[src/rtl/muntjac_fpu_normalize_from_int_seq.sv]
// Iterative integer-to-float normaliser: coarse/fine left-shift loop with valid/ready handshake.
// Optional flush input is enabled by defining MUNTJAC_FPU_NORM_FLUSH_EN.
module muntjac_fpu_normalize_from_int_seq #(
  parameter int OutExpWidth = 9,
  parameter int OutSigWidth = 23,
  parameter int ShiftStep   = 8
) (
  input  logic                          clk_i,
  input  logic                          rst_ni,
`ifdef MUNTJAC_FPU_NORM_FLUSH_EN
  input  logic                          flush_i,
`endif
  input  logic                          req_valid_i,
  output logic                          req_ready_o,
  input  logic                          req_signed_i,
  input  logic                          req_dword_i,
  input  logic [63:0]                   req_int_i,
  output logic                          resp_valid_o,
  input  logic                          resp_ready_i,
  output logic                          resp_sign_o,
  output logic signed [OutExpWidth-1:0] resp_exponent_o,
  output logic [OutSigWidth-1:0]        resp_significand_o,
  output logic                          resp_sticky_o,
  output logic                          resp_is_zero_o
);

  typedef enum logic [1:0] {IDLE, NORM, DONE} state_e;

  state_e             state_q, state_d;
  logic [63:0]        mag_q;
  logic signed [7:0]  exp_q;
  logic               sign_q;

  logic               flush;
  logic               accept;
  logic [63:0]        operand;
  logic               op_neg;
  logic [63:0]        op_mag;
  logic               mag_zero;
  logic               mag_top;
  logic               coarse_ok;
  logic               finish;

  // OR of everything below the kept significand; empty when OutSigWidth covers all 63 bits.
  function automatic logic sticky_of(input logic [63:0] m);
    logic [62:0] low;
    low = m[62:0] << OutSigWidth;
    return |low;
  endfunction

`ifdef MUNTJAC_FPU_NORM_FLUSH_EN
  assign flush = flush_i;
`else
  assign flush = 1'b0;
`endif

  assign req_ready_o  = (state_q == IDLE);
  assign resp_valid_o = (state_q == DONE);
  assign accept       = req_valid_i && req_ready_o && !flush;

  assign operand = req_dword_i  ? req_int_i :
                   req_signed_i ? {{32{req_int_i[31]}}, req_int_i[31:0]} :
                                  {32'b0, req_int_i[31:0]};
  assign op_neg  = req_signed_i && operand[63];
  // -2^63 negates to itself, which is the correct unsigned magnitude.
  assign op_mag  = op_neg ? (64'd0 - operand) : operand;

  assign mag_zero  = (mag_q == 64'd0);
  assign mag_top   = mag_q[63];
  assign coarse_ok = (mag_q[63 -: ShiftStep] == '0);
  assign finish    = (state_q == NORM) && (mag_zero || mag_top) && !flush;

  always_ff @(posedge clk_i or negedge rst_ni) begin
    if (!rst_ni) state_q <= IDLE;
    else         state_q <= state_d;
  end

  always_comb begin
    state_d = state_q;
    unique case (state_q)
      IDLE:    if (accept) state_d = NORM;
      NORM:    if (mag_zero || mag_top) state_d = DONE;
      DONE:    if (resp_ready_i) state_d = IDLE;
      default: state_d = IDLE;
    endcase
    if (flush) state_d = IDLE;
  end

  always_ff @(posedge clk_i or negedge rst_ni) begin
    if (!rst_ni) begin
      mag_q              <= '0;
      exp_q              <= '0;
      sign_q             <= 1'b0;
      resp_sign_o        <= 1'b0;
      resp_exponent_o    <= '0;
      resp_significand_o <= '0;
      resp_sticky_o      <= 1'b0;
      resp_is_zero_o     <= 1'b0;
    end else if (accept) begin
      mag_q  <= op_mag;
      exp_q  <= 8'sd63;
      sign_q <= op_neg;
    end else if (finish) begin
      // Outputs only change here, so they stay frozen for the whole DONE state.
      resp_sign_o        <= sign_q && !mag_zero;
      resp_exponent_o    <= mag_zero ? '0 : OutExpWidth'(exp_q);
      resp_significand_o <= mag_q[62 -: OutSigWidth];
      resp_sticky_o      <= sticky_of(mag_q);
      resp_is_zero_o     <= mag_zero;
      if (mag_zero) exp_q <= '0;
    end else if (state_q == NORM && !flush) begin
      if (coarse_ok) begin
        mag_q <= mag_q << ShiftStep;
        exp_q <= exp_q - $signed(8'(ShiftStep));
      end else begin
        mag_q <= mag_q << 1;
        exp_q <= exp_q - 8'sd1;
      end
    end
  end

endmodule

[config.mk]
export PLATFORM = sky130hd
export DESIGN_NAME = muntjac_fpu_normalize_from_int_seq
export DESIGN_NICKNAME = d
export VERILOG_FILES = /design/src/rtl/muntjac_fpu_normalize_from_int_seq.sv
export SDC_FILE = /design/constraint.sdc
export NUM_CORES = 1
export LEC_CHECK = 0
export CAP_MARGIN = 20
export CORE_ASPECT_RATIO = 1.25
export CORE_MARGIN = 5
export CORE_UTILIZATION = 45
export CTS_CLUSTER_SIZE = 10
export DETAILED_ROUTE_END_ITERATION = 10
export PLACE_DENSITY = 0.68
export SLEW_MARGIN = 20
export SYNTH_ARGS = -nofsm -noshare
export SYNTH_HDL_FRONTEND = slang
export SYNTH_SLANG_ARGS = --single-unit
[constraint.sdc]
create_clock -name clk_i -period 3.2 [get_ports clk_i]
set_input_delay 0.48 -clock clk_i [delete_from_list [all_inputs] [get_ports clk_i]]
set_output_delay 0.48 -clock clk_i [all_outputs]
set_load 0.01 [all_outputs]
==> impl_metrics.ini <==
[cells_and_area]
stdcell_area_um2 = 9387
most-common-layout-cells = dfrtp_1 (109), clkdlybuf4s50_1 (105), o211ai_1 (77), nand2_1 (72), o21ai_0 (64)
final_util_pct = 56.17
antennaDiodeCount = 0
layout.nets = 1027
area_growth_pct = 23.77
drive_above_1_share_pct = 11.38
layout_commonest_cell = dfrtp_1

[detailed_routing]
drt_iter0_drc = 695
dr_total_vias = 7232
firstDrtPassIters = 4
ant_nets = 0
vias_per_cell = 6.139
drcViolationCount = 0
wl_per_cell_um = 18.99
routed_wl_um = 22370

[timing]
timing.final.crit_share_pct = 88.33
fmax_ghz = 0.3538
worst_hold_slack_ns = 0.1800
hold_violations = 0
slew_viol_final = 0
worstMarginPinSlew_ns = 0.7728
relSlewSlack_pct = 48.48
rsz0062_at_grt = no
period_needed_ns = 2.827
setup_viol = 0
clock_skew_ns = 0.01051
final.setup.tns_ns = 0

[grt]
grt_max_degree = 110
antenna_found_initial = 0
grt_busiest_layer = met2
grt_pass1_vias = 6856
grt_usage_pct = 22.73
globalRouteMet1Util_pct = 32.44
grt_use_met3_pct = 2.644
met2_usage_pct = 36.72
grt_overflow = 0
grt_pass1_wl_um = 36590

[worst_setup_path]
crit_path_start_kind = input port
end_kind = flop
worstPathArrival_ns = 3.10
path_cells = clkdlybuf4s50_1 -> or4_4 -> or3_1 -> nor4_4 -> buf_12 -> a31oi_1 -> mux2_1 -> mux2i_1
reg2reg_slack_ns = 0.42
slowest_stage = or4_4
required_ns = 3.48
max_stage_delay_ns = 0.56
cp_max_fo = 16
critPathKind = input port to flop

[flow_run]
maxCapViolations = 0

[clocking]
postCtsSetupRepairBufs = 0
cts_max_level = 3
cts.sinks = 109
clk_latency_ns = 0.35
cts_tree = done
ctsHoldBuffers = 0
clockBufferDepth = 2
numCtsBuffers = 9
root_buffer = clkbuf_16
clk_pin_slew_worst_paths_ns = 0.07
ctsResizeCount = 0

[die]
ioPinCount = 107
die-area_um2 = 19560
coreArea_um2 = 16710
start_util_pct = 45.38
fp.dieH_um = 155.1
rows = 53
die_w_um = 126.1

[power]
ir_drop_mv = 0.3938
power_density_nw_per_um2 = 783.0
p_leak_nw = 3.899
p_total_mw = 7.349

[placed_design]
place_congestion = 0.9122
dp_hpwl_um = 16420
place_area_um2 = 9087
port_buffers = 106

[yosys]
synth.top_cell.area_share_pct = 35.97
synth_top_area_cell = dfrtp_1
syn-cell-area_um2 = 7584
synth_edf_count = 0
synth_nets = 932
ys_ff_latch = 109
syn_area_per_cell_um2 = 8.839
synth_flop_cell = dfrtp_1
ys_async_sr_fraction_pct = 100.0
yosys.cell_types.count = 65
ys.warnings.count = 0
synth.area.top_cells = dfrtp_1 (36%), mux2i_1 (8.2%), o211ai_1 (7.6%), mux2_2 (4.3%), o21ai_0 (4.2%)
ys_seq_area_share_pct = 35.97
synthCells = 858

[hold_path]
worst_hold_path_type = input port to asynchronous set/reset pin

[outcome]
status = finished clean
==> sequential cells by signal, indices dropped and copies added, names as in the netlist, 2 cells and up <==
| name | flops |
|---|---|
| mag_q | 64 |
| resp_significand_o | 23 |
| exp_q | 8 |
| resp_exponent_o | 8 |
| state_q | 2 |
==> critical path, delay by kind of cell <==
| kind | cells | cell delay [ns] |
|---|---|---|
| AOI/OAI and AO/OA | 1 | 0.09 |
| and+or+nand+nor | 3 | 1.45 |
| buffers and inverters | 2 | 0.61 |
| muxes | 2 | 0.47 |
==> synthesized netlist by cell type, types with 3 or more instances <==
cell type / instances
a31oi_1: 15
nor4b_1: 4
a211oi_1: 10
mux2_2: 29
a2bb2oi_1: 3
and2_1: 3
xor2_1: 36
nor3_1: 10
o21a_1: 4
mux2i_1: 62
o221ai_1: 3
a21o_1: 8
nand2_1: 74
nand4_1: 9
or4_1: 5
o211ai_1: 77
buf_2: 6
o21ai_0: 64
buf_1: 5
or3_1: 3
inv_1: 16
o22ai_1: 3
and3_1: 9
o31ai_1: 10
xnor2_1: 19
nor2_1: 44
nor4_1: 30
dfrtp_1: 109
a31o_2: 4
clkbuf_1: 53
nand3_1: 10
a21oi_1: 62
o41ai_1: 6
nand2b_1: 9
o21ai_1: 3
ha_1: 4
==> cell type report <==
class                           count  area [µm²]
Clock buffer                       10       229.0
Clock inverter                      6       70.07
Fill cell                        1549        7325
Inverter                           16       60.06
Multi-Input combinational cell    666        4541
Sequential cell                   109        2728
Tap cell                          220       275.3
Timing Repair Buffer              151        1484
==> metrics by stage <==
stage | worst slack [ns] | std cells
6_report | 0.3734 | 1178
5_1_grt | 0.2330 | 1178
4_1_cts | 0.3851 | 1178
3_5_place_dp | 0.03725 | 1162
3_3_place_gp | 0.09404 | 1162
2_1_floorplan | 0.6573 | 858
==> cell families after synthesis <==
family	share of synthesized area, %
AO/OA/AOI/OAI	24.53
XOR/XNOR	6.352
adder cells (fa/ha/maj)	0.6600
buffers and inverters	4.455
flip-flops	35.97
multiplexers	12.64
AND/OR/NAND/NOR	15.39
==> per-layer routing <==
metal  part of all wire [%]  vias to the layer above  wire length [µm]
met5                      0                        -                 0
met4                    1.8                        0               392
met3                    6.3                       36              1399
met1                     44                     3453              9928
met2                     48                      313             10650
li1                       -                     3430                 -
==> final timing paths <==
check	start	endpoint	cells past startpoint
max	req_int_i[6]	mag_q[36]	8
min	rst_ni	mag_q[47]	2
max reg2reg	mag_q[13]	exp_q[2]	6
min reg2reg	resp_sign_o	resp_sign_o	1
max in group asynchronous	rst_ni	mag_q[38]	2
min in group clk_i	resp_sign_o	resp_sign_o	1
==> where the power goes <==
part	switching [mW]	leakage [nW]	internal, mW
clock network	0.523	0.147	0.615
registers	0.726	1.29	2.04
logic	1.74	2.46	1.71
total	2.99	3.90	4.36
Power figures use the tool's default switching activity.
